$ cat config.mk
export PLATFORM = sky130hd
export DESIGN_NAME = wb_stage
export DESIGN_NICKNAME = d
export VERILOG_FILES = /design/src/rtl/wb_pkg.sv /design/src/rtl/wb_load_align.sv /design/src/rtl/wb_stage.sv
export SDC_FILE = /design/constraint.sdc
export NUM_CORES = 1
export LEC_CHECK = 0
export ABC_AREA = 1
export BUFFER_PORTS_ARGS = -buffer_cell sky130_fd_sc_hd__buf_2
export CAP_MARGIN = 20
export CORE_ASPECT_RATIO = 0.6
export CORE_MARGIN = 2
export CORE_UTILIZATION = 47
export CTS_CLUSTER_SIZE = 10
export DETAILED_ROUTE_END_ITERATION = 10
export PLACE_DENSITY = 0.81
export RECOVER_POWER = 50
export SLEW_MARGIN = 15
export SYNTH_ARGS = -nofsm -noshare
export SYNTH_HDL_FRONTEND = slang
export SYNTH_SLANG_ARGS = --single-unit
export TNS_END_PERCENT = 10
$ cat constraint.sdc
create_clock -name clk -period 2.4 [get_ports clk]
set_clock_uncertainty 0.05 [all_clocks]
set_input_delay 0.48 -clock clk [delete_from_list [all_inputs] [get_ports clk]]
set_output_delay 0.48 -clock clk [all_outputs]
set_load 0.1 [all_outputs]
$ cat src/rtl/wb_pkg.sv
// wb_pkg: shared types for the write-back stage.
//   wb_kind_e  : where the written value comes from
//   ld_size_e  : load access size
//   wb_state_e : write-back FSM state
//   size_bits  : bit width of a load size
package wb_pkg;

  typedef enum logic [1:0] {
    KIND_ALU  = 2'd0,
    KIND_LOAD = 2'd1,
    KIND_LUI  = 2'd2,
    KIND_LINK = 2'd3
  } wb_kind_e;

  typedef enum logic [1:0] {
    SIZE_B = 2'd0,
    SIZE_H = 2'd1,
    SIZE_W = 2'd2,
    SIZE_D = 2'd3
  } ld_size_e;

  typedef enum logic {
    ST_IDLE    = 1'b0,
    ST_WAIT_LD = 1'b1
  } wb_state_e;

  function automatic logic [6:0] size_bits(input ld_size_e size);
    logic [6:0] bits;
    case (size)
      SIZE_B:  bits = 7'd8;
      SIZE_H:  bits = 7'd16;
      SIZE_W:  bits = 7'd32;
      default: bits = 7'd64;
    endcase
    return bits;
  endfunction

endpackage

$ cat src/rtl/wb_load_align.sv
// wb_load_align: combinational load lane select and extension.
// Ports:
//   i_rdata    [XLEN] raw memory return word
//   i_size            load size (B/H/W/D)
//   i_unsigned        1 = zero-extend, 0 = sign-extend
//   i_addr_lo  [3]    low address bits (only [1:0] when XLEN=32)
//   o_data     [XLEN] extracted, extended value
//   o_misalign        access not naturally aligned, or D on a 32-bit datapath
module wb_load_align
  import wb_pkg::*;
#(
  parameter int XLEN = 32
) (
  input  logic [XLEN-1:0] i_rdata,
  input  ld_size_e        i_size,
  input  logic            i_unsigned,
  input  logic [2:0]      i_addr_lo,
  output logic [XLEN-1:0] o_data,
  output logic            o_misalign
);

  logic [2:0]      w_off;
  logic [6:0]      w_width;
  logic [6:0]      w_pad;
  logic [XLEN-1:0] w_lane;
  logic [XLEN-1:0] w_left;

  // The lane is moved down to bit 0, then pushed to the top and shifted back
  // down so the extension needs no size-dependent replication.
  always_comb begin
    w_off   = (XLEN == 64) ? i_addr_lo : {1'b0, i_addr_lo[1:0]};
    w_lane  = i_rdata >> {w_off, 3'b000};
    // D on a 32-bit datapath is flagged misaligned; clamp so the shift stays sane.
    w_width = (size_bits(i_size) > 7'(XLEN)) ? 7'(XLEN) : size_bits(i_size);
    w_pad   = 7'(XLEN) - w_width;
    w_left  = w_lane << w_pad;
    o_data  = '0;
    if (i_unsigned) begin
      o_data = w_left >> w_pad;
    end else begin
      o_data = $signed(w_left) >>> w_pad;
    end
  end

  always_comb begin
    o_misalign = 1'b0;
    case (i_size)
      SIZE_B:  o_misalign = 1'b0;
      SIZE_H:  o_misalign = w_off[0];
      SIZE_W:  o_misalign = (w_off[1:0] != 2'b00);
      default: o_misalign = (XLEN != 64) || (w_off != 3'b000);
    endcase
  end

endmodule

$ cat src/rtl/wb_stage.sv
// wb_stage: write-back stage. Accepts one instruction bundle at a time,
// produces a registered register-file write, and waits for load data on loads.
//
// state      | meaning
// -----------+------------------------------------------------------------
// ST_IDLE    | in_ready=1, bundles accepted; non-load writes issue next cycle
// ST_WAIT_LD | load latched, waiting for mem_rvalid; in_ready=0
//
// Ports:
//   clk, rst_n                  clock, async active-low reset
//   in_valid/in_ready           bundle handshake
//   in_kind                     result source (ALU/LOAD/LUI/LINK)
//   in_alures, in_imm, in_pc4   candidate write values
//   in_size, in_unsigned,
//   in_addr_lo                  load shape
//   in_rd, in_we                destination and write intent
//   mem_rvalid, mem_rdata       load data return
//   rf_we, rf_waddr, rf_wdata   register-file write port (registered)
//   err_misalign                one-cycle pulse on a misaligned load
//   err_spurious                sticky: mem_rvalid seen while idle
//   retire_cnt                  completed bundle count (wraps)
module wb_stage
  import wb_pkg::*;
#(
  parameter int XLEN = 32,
  parameter int RAW  = 5
) (
  input  logic            clk,
  input  logic            rst_n,
  input  logic            in_valid,
  output logic            in_ready,
  input  logic [1:0]      in_kind,
  input  logic [XLEN-1:0] in_alures,
  input  logic [XLEN-1:0] in_imm,
  input  logic [XLEN-1:0] in_pc4,
  input  logic [1:0]      in_size,
  input  logic            in_unsigned,
  input  logic [2:0]      in_addr_lo,
  input  logic [RAW-1:0]  in_rd,
  input  logic            in_we,
  input  logic            mem_rvalid,
  input  logic [XLEN-1:0] mem_rdata,
  output logic            rf_we,
  output logic [RAW-1:0]  rf_waddr,
  output logic [XLEN-1:0] rf_wdata,
  output logic            err_misalign,
  output logic            err_spurious,
  output logic [31:0]     retire_cnt
);

  wb_state_e       r_state;
  wb_state_e       w_state_nxt;

  ld_size_e        r_ld_size;
  logic            r_ld_unsigned;
  logic [2:0]      r_ld_addr_lo;
  logic [RAW-1:0]  r_ld_rd;
  logic            r_ld_we;

  logic            r_rf_we;
  logic [RAW-1:0]  r_rf_waddr;
  logic [XLEN-1:0] r_rf_wdata;
  logic            r_err_misalign;
  logic            r_err_spurious;
  logic [31:0]     r_retire_cnt;

  logic            w_latch_ld;
  logic            w_complete;
  logic            w_wr_en;
  logic [RAW-1:0]  w_wr_addr;
  logic [XLEN-1:0] w_wr_data;
  logic            w_misalign;
  logic            w_spurious;
  logic [XLEN-1:0] w_ld_data;
  logic            w_ld_misalign;

  wb_load_align #(
    .XLEN(XLEN)
  ) u_load_align (
    .i_rdata   (mem_rdata),
    .i_size    (r_ld_size),
    .i_unsigned(r_ld_unsigned),
    .i_addr_lo (r_ld_addr_lo),
    .o_data    (w_ld_data),
    .o_misalign(w_ld_misalign)
  );

  always_ff @(posedge clk or negedge rst_n) begin
    if (!rst_n) begin
      r_state <= ST_IDLE;
    end else begin
      r_state <= w_state_nxt;
    end
  end

  always_comb begin
    w_state_nxt = r_state;
    w_latch_ld  = 1'b0;
    w_complete  = 1'b0;
    w_wr_en     = 1'b0;
    w_wr_addr   = in_rd;
    w_wr_data   = in_alures;
    w_misalign  = 1'b0;
    w_spurious  = 1'b0;
    case (r_state)
      ST_IDLE: begin
        // mem_rvalid has no owner here; it only raises the sticky error.
        w_spurious = mem_rvalid;
        if (in_valid) begin
          if (wb_kind_e'(in_kind) == KIND_LOAD) begin
            w_latch_ld  = 1'b1;
            w_state_nxt = ST_WAIT_LD;
          end else begin
            w_complete = 1'b1;
            w_wr_en    = in_we && (in_rd != '0);
            case (wb_kind_e'(in_kind))
              KIND_LUI:  w_wr_data = in_imm;
              KIND_LINK: w_wr_data = in_pc4;
              default:   w_wr_data = in_alures;
            endcase
          end
        end
      end
      ST_WAIT_LD: begin
        if (mem_rvalid) begin
          w_state_nxt = ST_IDLE;
          w_complete  = 1'b1;
          w_wr_addr   = r_ld_rd;
          w_wr_data   = w_ld_data;
          w_misalign  = w_ld_misalign;
          w_wr_en     = r_ld_we && (r_ld_rd != '0) && !w_ld_misalign;
        end
      end
      default: w_state_nxt = ST_IDLE;
    endcase
  end

  always_ff @(posedge clk or negedge rst_n) begin
    if (!rst_n) begin
      r_ld_size      <= SIZE_B;
      r_ld_unsigned  <= 1'b0;
      r_ld_addr_lo   <= 3'b000;
      r_ld_rd        <= '0;
      r_ld_we        <= 1'b0;
      r_rf_we        <= 1'b0;
      r_rf_waddr     <= '0;
      r_rf_wdata     <= '0;
      r_err_misalign <= 1'b0;
      r_err_spurious <= 1'b0;
      r_retire_cnt   <= 32'd0;
    end else begin
      r_rf_we        <= w_wr_en;
      r_err_misalign <= w_misalign;
      if (w_latch_ld) begin
        r_ld_size     <= ld_size_e'(in_size);
        r_ld_unsigned <= in_unsigned;
        r_ld_addr_lo  <= in_addr_lo;
        r_ld_rd       <= in_rd;
        r_ld_we       <= in_we;
      end
      if (w_complete) begin
        r_rf_waddr   <= w_wr_addr;
        r_rf_wdata   <= w_wr_data;
        r_retire_cnt <= r_retire_cnt + 32'd1;
      end
      if (w_spurious) begin
        r_err_spurious <= 1'b1;
      end
    end
  end

  assign in_ready     = (r_state == ST_IDLE);
  assign rf_we        = r_rf_we;
  assign rf_waddr     = r_rf_waddr;
  assign rf_wdata     = r_rf_wdata;
  assign err_misalign = r_err_misalign;
  assign err_spurious = r_err_spurious;
  assign retire_cnt   = r_retire_cnt;

endmodule

After elaboration in Yosys (flattened, before gate mapping)
Cells that the tools add are included.
{"block": "totals", "regBits": 84, "inputBits": 146, "output_inout_bits": 73, "word_cells": 60}
{"block": "classes", "addsub": 2, "magnitude_cmp": 1, "n_eq_ne": 5, "n_shift": 4, "muxes": 27, "bitwise_logic": 1, "n_reduce_logical": 8}
{"cell": "32-bit two-way mux", "n": 4}
{"cell": "32-bit case mux with 2 select lines", "n": 2}
{"cell": "32-bit by 1-bit adder with 32-bit output (second input constant)", "n": 1}
{"cell": "32-bit by 7-bit << shifter with 32-bit output", "n": 1}
{"cell": "32-bit by 5-bit >> shifter with 32-bit output", "n": 1}
{"cell": "32-bit by 7-bit >> shifter with 32-bit output", "n": 1}
{"cell": "32-bit by 7-bit >>> shifter with 32-bit output", "n": 1}
{"cell": "7-bit case mux with 3 select lines", "n": 1}
{"cell": "1-bit two-way mux", "n": 13}
{"cell": "5-bit two-way mux", "n": 2}
{"cell": "5-bit nonzero test", "n": 2}
{"cell": "7-bit by 6-bit > comparator with 1-bit output (second input constant)", "n": 1}
{"cell": "7-bit two-way mux", "n": 1}
{"cell": "6-bit by 7-bit subtractor with 7-bit output (first input constant)", "n": 1}
{"cell": "2-bit equality test (second input constant)", "n": 3}
{"cell": "1-bit case mux with 2 select lines", "n": 3}
{"cell": "2-bit by 1-bit equality test with 1-bit output (second input constant)", "n": 2}
{"cell": "1-bit logical AND", "n": 3}
{"cell": "1-bit case mux with 3 select lines", "n": 1}
{"cell": "2-bit zero test", "n": 1}
{"cell": "2-bit nonzero test", "n": 1}
{"cell": "1-bit zero test", "n": 1}
{"cell": "1-bit NOT", "n": 1}

Logic depth before layout (Yosys ltp)
Gate-level depths: netlist of run 1.
{"block": "logic_depth", "ltp_word": 10, "mapped_depth": 20, "ltp_nobuf": 17}

Modules after synthesis
From an unflattened synthesis of run 1, not the netlist that was laid out.
{"block": "hier_totals", "cells_unflattened": 1079, "hier_area_um2": 6810.3}
{"module": "wb_stage", "instances": 1, "cells_each": 663, "area_per_inst_um2": 4880.9, "seq_area_each_um2": 2127.0}
{"module": "wb_load_align", "instances": 1, "cells_each": 416, "area_per_inst_um2": 1929.4, "seq_area_each_um2": 0.0}

Worst setup path after synthesis of run 1
OpenSTA, ideal clock, no wires.
{"block": "synth_timing", "path_type": "register -> register", "start": "reg r_retire_cnt[0], in the netlist retire_cnt[0]", "end": "reg r_retire_cnt[28], in the netlist retire_cnt[28]", "setup_time_ns": 0.128, "arrival_ns": 2.442, "required_ns": 2.222, "slack_ns": -0.220, "stages_incl_launch_ff": 11, "n_path_buf": 0, "period_less_slack_ns": 2.620, "cell_sequence": "dfrtp_1 ha_1 nand3_1 nor2_8 nand2_2 or2_4 inv_2 nand3_2 nor2_2 nand2_1 xor2_1"}
{"block": "synth_between", "elab_chain_len": 1}
{"element": "from (decl)", "line_no": "wb_stage.sv:65", "source": "logic [31:0] r_retire_cnt;"}
{"element": "from (signal assigned)", "line_no": "wb_stage.sv:164", "source": "r_retire_cnt <= r_retire_cnt + 32'd1;"}
{"element": "32-bit by 1-bit adder with 32-bit output", "line_no": "wb_stage.sv:164"}
No other way between the ends.
A chain may end at the register's enable or synchronous reset.

Final worst setup path of run 1
{"block": "layout_timing", "start": "reg r_state", "end": "reg r_retire_cnt[27], in the netlist retire_cnt[27]"}
{"block": "layout_between", "elab_chain_len": 2}
{"element": "from (decl)", "line_no": "wb_stage.sv:51", "source": "wb_state_e r_state;"}
{"element": "from (signal assigned)", "line_no": "wb_stage.sv:92", "source": "r_state <= w_state_nxt;"}
{"element": "1-bit NOT"}
{"element": "1-bit case mux with 2 select lines (*)", "line_no": "wb_stage.sv:105", "source": "case (r_state)"}
Mark *: on every way between the ends. The rest lies on a longest branch, timed or not.

==> results of run 1 <==
## through the flow
| step | utilization [%] | cell area (sq um) | TNS [ns] | instances |
|---|---|---|---|---|
| finish | 62.5 | 8160 | 0 | 1339 |
| global route | 62.5 | 8160 | 0 | 1339 |
| CTS | 62.7 | 8190 | 0 | 1337 |
| global placement | 60.2 | 7850 | 0 | 1321 |
| detailed placement | 60.2 | 7850 | 0 | 1321 |
| floorplan | - | 6410 | -0.382 | 950 |
## report_power, final
| group | total, mW | leakage (nW) | internal (mW) | switching (mW) |
|---|---|---|---|---|
| Clock | 1.57 | 0.155 | 0.941 | 0.627 |
| Sequential | 1.91 | 0.990 | 1.68 | 0.230 |
| Combinational | 4.22 | 3.08 | 1.02 | 3.20 |
## path summary, 6_finish.rpt
kind,slack (ns),start,cells past startpoint,endpoint
setup / recovery,0.18,r_state,12,retire_cnt[27]
hold / removal,0.32,mem_rvalid,2,err_spurious
setup reg to reg,0.18,r_state,12,retire_cnt[27]
hold reg to reg,0.41,err_spurious,1,err_spurious
max in group asynchronous,0.35,rst_n,3,retire_cnt[3]
min in group asynchronous,0.68,rst_n,2,retire_cnt[26]
## cell families (layout without fill, tap and decap cells)
group / count (synthesis) / in the layout / synth area share [%]
buffers and inverters: 129 / 346 / 8.64
XOR/XNOR: 27 / 27 / 3.69
flip-flops: 84 / 84 / 32.8
multiplexers: 8 / 8 / 1.31
AO/OA/AOI/OAI: 154 / 154 / 15.0
AND/OR/NAND/NOR: 546 / 546 / 38.2
adder cells (fa/ha/maj): 2 / 2 / 0.391
other: 0 / 2 / 0
## routing by layer
metal | vias up | global-route usage [%] | wire (um) | part of all wire, %
li1 | 3613 | - | - | -
met1 | 3444 | 43.8 | 10300 | 46
met2 | 311 | 47.6 | 9640 | 43
met3 | 24 | 7.25 | 2230 | 9.9
met4 | 2 | 5.86 | 271 | 1.2
met5 | - | 0 | 7 | 0.031
## state kept, by name, indices dropped and copies added, names as in the netlist, 2 cells and up
register	flops
r_ld_size	2
rf_wdata	32
r_ld_rd	5
rf_waddr	5
r_ld_addr_lo	2
retire_cnt	32
## cell usage after synthesis, drive strengths merged
cell type	count	area share, %
nor2	87	6.4
a22o	5	0.68
o41ai	1	0.14
nor3	9	0.70
o211ai	19	2.2
clkinv	1	0.059
nand2	296	18
mux2	3	0.53
ha	2	0.39
buf	35	3.0
nor3b	1	0.12
inv	69	4.2
nand3	132	11
nor4	6	0.59
nand4	14	1.6
a221oi	27	3.7
xnor2	8	1.1
mux2i	5	0.78
dfrtp	84	33
xor2	19	2.6
o311ai	1	0.14
a21oi	55	4.3
a21o	1	0.12
o21ai	39	3.1
or2	1	0.14
clkbuf	24	1.4
a31oi	6	0.59
## cell type report
cell class	instances	area, sq um
Fill cell	1266	4890
Antenna cell	2	5.00
Sequential cell	84	2110
Clock inverter	5	85.1
Multi-Input combinational cell	737	3760
Clock buffer	10	239
Inverter	70	272
Timing Repair Buffer	261	1490
Tap cell	170	213
## worst max-delay path: cells and delay by family, from the launching register on
| family | cells | cell delay, ns |
|---|---|---|
| AO/OA/AOI/OAI | 2 | 0.25 |
| buffers and inverters | 1 | 0.08 |
| flip-flops | 1 | 0.40 |
| AND/OR/NAND/NOR | 9 | 1.31 |
## repair_timing
item,4_1_cts,5_1_grt
setup buffers,0,0
hold buffers,1,0
gates resized for setup,0,4
endpoints found under the setup margin,0,18
hold endpoints to repair,11,0
==> metrics.txt, run 1 <==
# TYPE chip_impl_metric gauge
chip_impl_info{name="outcome",value="finished clean"} 1
chip_impl_info{name="layout.cells.most_common",value="nand2_1"} 1
chip_impl_metric{name="port-buffer-count",unit=""} 217
chip_impl_metric{name="synth_cell_types",unit=""} 42
chip_impl_metric{name="max_clock_freq",unit="MHz"} 451
chip_impl_metric{name="drt_wl_total",unit="mm"} 22.4
chip_impl_metric{name="route.detailed.wl_per_inst",unit="um"} 16.8
chip_impl_metric{name="height_of_the_die",unit="um"} 94.4
chip_impl_metric{name="arrival_time_of_the_worst_setup_path",unit="ns"} 2.41
chip_impl_metric{name="final_net_count",unit=""} 1311
chip_impl_metric{name="fin_ws",unit="ns"} 0.181
chip_impl_info{name="worst_setup_path_end_kind",value="flip-flop"} 1
chip_impl_metric{name="worst-slew-pin-transition",unit="ns"} 1.20
chip_impl_metric{name="first_global_vias",unit=""} 6593
chip_impl_metric{name="place.detailed.hpwl",unit="mm"} 17.4
chip_impl_info{name="grt_setup_unrepaired",value="false"} 1
chip_impl_metric{name="drt.antenna.violating_nets",unit=""} 0
chip_impl_metric{name="cts_buffer_count",unit=""} 9
chip_impl_metric{name="maxSlewHeadroom",unit="%"} 20.1
chip_impl_metric{name="clock_path_buffers",unit=""} 2
chip_impl_metric{name="final-max-slew-violation-count",unit=""} 0
chip_impl_info{name="timing.hold.worst.class",value="in -> reg"} 1
chip_impl_info{name="most-common-layout-cells",value="286 x nand2_1, 207 x buf_2, 130 x nand3_1, 80 x dfrtp_1, 75 x nor2_1"} 1
chip_impl_metric{name="cts.reportedPaths.clkPinSlew",unit="ns"} 0.07
chip_impl_info{name="critPathKind",value="reg -> reg"} 1
chip_impl_metric{name="largest_net_degree_at_the_start_of_global_routing",unit=""} 65
chip_impl_metric{name="floorplan.die_area",unit="sq um"} 14600
chip_impl_metric{name="period_needed",unit="ns"} 2.22
chip_impl_metric{name="timing.final.hold_violations",unit=""} 0
chip_impl_metric{name="clk-insertion-delay-late",unit="ns"} 0.35
chip_impl_metric{name="initial_util",unit="%"} 49.1
chip_impl_metric{name="finalWeightedCongestion",unit=""} 0.974
chip_impl_metric{name="fp.dieW",unit="um"} 155
chip_impl_metric{name="avgSynthCellArea",unit="sq um"} 6.74
chip_impl_metric{name="synth.ff_latch_count",unit=""} 84
chip_impl_metric{name="top_level_ports",unit=""} 219
chip_impl_info{name="cts.root.buffer_cell",value="clkbuf_16"} 1
chip_impl_info{name="cp_common_cell",value="nor2_4"} 1
chip_impl_metric{name="syn_area",unit="sq um"} 6400
chip_impl_info{name="crit_path_cell_trace",value="nor2_1 -> o21ai_2 -> nand2_4 -> nand4_4 -> nor2_4 -> nand3_1 -> nor2_4 -> inv_2 -> nor2_4 -> nand2_1 -> o21ai_1 -> nand2_1"} 1
chip_impl_metric{name="groute.usage.overall",unit="%"} 30.5
chip_impl_metric{name="vias",unit=""} 7394
chip_impl_metric{name="htreeDepth",unit=""} 3
chip_impl_metric{name="tcrit_tclk_final",unit="%"} 92.5
chip_impl_metric{name="finalPower",unit="mW"} 7.69
chip_impl_metric{name="fp-row-count",unit=""} 32
chip_impl_metric{name="power_density",unit="nW/um^2"} 943
chip_impl_metric{name="sequential_element_share_of_the_synthesized_area",unit="%"} 32.8
chip_impl_metric{name="place_worst_setup_slack",unit="ns"} 0.132
chip_impl_metric{name="syn-instance-count",unit=""} 950
chip_impl_metric{name="power.ir.vdd_worst",unit="mV"} 0.644
chip_impl_metric{name="synth_nets",unit=""} 1098
chip_impl_metric{name="area_delta_synth_final",unit="%"} 27.5
chip_impl_metric{name="hold_slack",unit="ns"} 0.319
chip_impl_metric{name="antenna_found_initial",unit=""} 3
chip_impl_info{name="worst_setup_path_start_kind",value="flip-flop"} 1
chip_impl_metric{name="detail_route.drc_violations",unit=""} 0
chip_impl_metric{name="setup-violations-final",unit=""} 0
chip_impl_metric{name="timing.critical_path.slowest_cell_delay",unit="ns"} 0.40
chip_impl_metric{name="clock_sinks",unit=""} 84
chip_impl_metric{name="avgViaCountPerCell",unit=""} 5.52
chip_impl_info{name="cts_tree",value="done"} 1
chip_impl_metric{name="drt_iter0_markers",unit=""} 732
chip_impl_metric{name="grt-ovfl-total",unit=""} 0
chip_impl_metric{name="global_route_wire_length_before_repair",unit="mm"} 34.5
chip_impl_metric{name="synth_warnings",unit=""} 0
chip_impl_info{name="worst_path_max_delay_cell",value="dfrtp_1"} 1
chip_impl_metric{name="leakage_power_of_the_design",unit="nW"} 4.23
chip_impl_metric{name="drv_cap",unit=""} 0
chip_impl_metric{name="worst_ep_required_time",unit="ns"} 2.59
chip_impl_metric{name="drive_above_1_share",unit="%"} 26.7
chip_impl_metric{name="peak_fanout_along_the_critical_path",unit=""} 4
chip_impl_metric{name="floorplan.core_area",unit="sq um"} 13100
chip_impl_metric{name="drt_pass1_iterations",unit=""} 5
(Power assumes the default switching activity.)
==> run 2, diff against run 1 <==
Settings changed: PLACE_DENSITY 0.81 to 0.9.
==> metrics.txt, run 2 (synthesis gave the netlist of run 1 again) <==
# TYPE chip_impl_metric gauge
chip_impl_metric{name="power_density",unit="nW/um^2"} 935
chip_impl_metric{name="finalWeightedCongestion",unit=""} 0.977
chip_impl_metric{name="p_sw",unit="mW"} 4.12
chip_impl_metric{name="detail_route.drc_violations",unit=""} 0
chip_impl_metric{name="final-max-slew-violation-count",unit=""} 0
chip_impl_info{name="critPathKind",value="reg -> reg"} 1
chip_impl_metric{name="place.detailed.hpwl",unit="mm"} 17.5
chip_impl_metric{name="post-cts-setup-buffers",unit=""} 0
chip_impl_metric{name="fp.dieW",unit="um"} 155
chip_impl_metric{name="timing.final.hold_violations",unit=""} 0
chip_impl_info{name="setup.worst_path.start",value="r_ld_size[1]"} 1
chip_impl_metric{name="n_antenna_cell",unit=""} 0
chip_impl_metric{name="maxSlewHeadroom",unit="%"} 20.8
chip_impl_metric{name="worst-slew-pin-transition",unit="ns"} 1.19
chip_impl_metric{name="avgViaCountPerCell",unit=""} 5.62
chip_impl_metric{name="cts_buffer_count",unit=""} 9
chip_impl_metric{name="drt.antenna.violating_nets",unit=""} 0
chip_impl_info{name="cts_tree",value="done"} 1
chip_impl_metric{name="vias",unit=""} 7588
chip_impl_metric{name="clock_path_buffers",unit=""} 2
chip_impl_metric{name="drive_above_1_share",unit="%"} 27.7
chip_impl_metric{name="power.ir.vdd_worst",unit="mV"} 1.02
chip_impl_metric{name="fin_ws",unit="ns"} 0.0833
chip_impl_metric{name="clock_sinks",unit=""} 84
chip_impl_metric{name="drt_pass1_iterations",unit=""} 8
chip_impl_metric{name="leakage_power_of_the_design",unit="nW"} 4.29
chip_impl_metric{name="top_level_ports",unit=""} 219
chip_impl_info{name="most-common-layout-cells",value="286 x nand2_1, 210 x buf_2, 129 x nand3_1, 80 x dfrtp_1, 75 x nor2_1"} 1
chip_impl_metric{name="worst_ep_required_time",unit="ns"} 2.63
chip_impl_info{name="grt_setup_unrepaired",value="true"} 1
chip_impl_info{name="outcome",value="finished clean"} 1
chip_impl_metric{name="area_delta_synth_final",unit="%"} 28.9
chip_impl_metric{name="largest_net_degree_at_the_start_of_global_routing",unit=""} 65
chip_impl_metric{name="clk-insertion-delay-late",unit="ns"} 0.35
chip_impl_metric{name="finalPower",unit="mW"} 7.72
chip_impl_metric{name="arrival_time_of_the_worst_setup_path",unit="ns"} 2.54
chip_impl_metric{name="fin_tns_setup",unit="ns"} 0
chip_impl_metric{name="antenna_found_initial",unit=""} 1
chip_impl_metric{name="cts.reportedPaths.clkPinSlew",unit="ns"} 0.07
chip_impl_info{name="timing.hold.worst.class",value="in -> reg"} 1
chip_impl_metric{name="max_clock_freq",unit="MHz"} 432
chip_impl_metric{name="port-buffer-count",unit=""} 217
chip_impl_metric{name="grt-ovfl-total",unit=""} 0
chip_impl_metric{name="htreeDepth",unit=""} 3
chip_impl_metric{name="drt_iter0_markers",unit=""} 910
chip_impl_metric{name="internal",unit="mW"} 3.60
chip_impl_info{name="worst_setup_path_end_kind",value="flip-flop"} 1
chip_impl_metric{name="period_needed",unit="ns"} 2.32
chip_impl_metric{name="stdcell_area",unit="sq um"} 8250
chip_impl_metric{name="route.detailed.wl_per_inst",unit="um"} 16.6
chip_impl_metric{name="tcrit_tclk_final",unit="%"} 96.5
chip_impl_metric{name="floorplan.die_area",unit="sq um"} 14600
chip_impl_metric{name="groute.usage.overall",unit="%"} 29.9
chip_impl_metric{name="placement.cell_area",unit="sq um"} 7940
chip_impl_metric{name="peak_fanout_along_the_critical_path",unit=""} 6
chip_impl_metric{name="pwr-share-seq",unit="%"} 24.6
chip_impl_metric{name="floorplan.core_area",unit="sq um"} 13100
chip_impl_metric{name="power_switching_share",unit="%"} 53.4
chip_impl_metric{name="height_of_the_die",unit="um"} 94.4
chip_impl_info{name="layout.cells.most_common",value="nand2_1"} 1
chip_impl_metric{name="initial_util",unit="%"} 49.1
chip_impl_metric{name="first_global_vias",unit=""} 6781
chip_impl_info{name="worst_setup_path_start_kind",value="flip-flop"} 1
chip_impl_metric{name="drt_wl_total",unit="mm"} 22.3
chip_impl_metric{name="clock_power_share",unit="%"} 19.5
chip_impl_metric{name="fp-row-count",unit=""} 32
chip_impl_metric{name="regToRegSetupSlack",unit="ns"} 0.08
chip_impl_metric{name="hold_slack",unit="ns"} 0.307
chip_impl_metric{name="place_worst_setup_slack",unit="ns"} 0.143
chip_impl_metric{name="final_net_count",unit=""} 1323
chip_impl_info{name="worst_hold_startpoint",value="mem_rvalid"} 1
chip_impl_metric{name="comb_power_share",unit="%"} 55.9
chip_impl_metric{name="setup-violations-final",unit=""} 0
chip_impl_metric{name="global_route_wire_length_before_repair",unit="mm"} 34.4
chip_impl_metric{name="drv_cap",unit=""} 0
chip_impl_info{name="r2r_start",value="r_ld_size[1]"} 1
chip_impl_info{name="cts.root.buffer_cell",value="clkbuf_16"} 1
## run 2: worst max-delay path, cell delays in order (launching register included)
cell and delay [ns]:
dfrtp_1 0.40, inv_2 0.09, nand2_1 0.06, ha_1 0.32, buf_4 0.18, nor2_4 0.14
o211ai_1 0.15, nand2_2 0.13, nand3_1 0.09, nand2_2 0.12, inv_2 0.07, nand2_1 0.06
nand4_1 0.20, a21oi_2 0.18
## run 2: stage by stage
step | cells | util (%)
4_1_cts | 1350 | 63.4
3_3_place_gp | 1333 | 60.9
3_5_place_dp | 1333 | 60.9
6_report | 1350 | 63.2
5_1_grt | 1350 | 63.2
2_1_floorplan | 950 | -
## run 2: path summary, 6_finish.rpt
path / endpoint / cells after the start
worst min-delay path: r_state / 2
min in group asynchronous: retire_cnt[12] / 2
max in group asynchronous: rf_wdata[4] / 3
worst max register to register: rf_wdata[8] / 13
worst min register to register: err_spurious / 1
worst max-delay path: rf_wdata[8] / 13
## run 2: layout make-up
cell class / count / area, sq um
clock inverters: 7 / 95.1
flip-flops and latches: 84 / 2110
fillers: 1201 / 4800
repair buffers: 273 / 1590
clock buffers: 9 / 225
multi-input cells: 737 / 3750
inverters: 70 / 272
well taps: 170 / 213
## run 2: layer usage
metal	global-route usage, %	vias to the layer above	routed length, um
li1	-	3646	-
met1	42.6	3526	10100
met2	47.8	379	9730
met3	6.42	35	2220
met4	5.48	2	269
met5	0	-	7
## run 2: timing repair
item                                   CTS  global route
endpoints found under the hold margin   18             0
gates resized for setup                  0             4
hold buffers                             1             0
setup endpoints to repair                0             4
## run 2: power groups by stage
stage | logic, mW | clock network (mW) | registers [mW]
detailed placement | 4.27 | 0 | 1.92
global placement | 4.19 | 0 | 1.91
finish | 4.32 | 1.50 | 1.90
floorplan | 1.59 | 0 | 3.45
CTS | 4.28 | 1.52 | 1.90
global route | 4.60 | 1.58 | 1.94
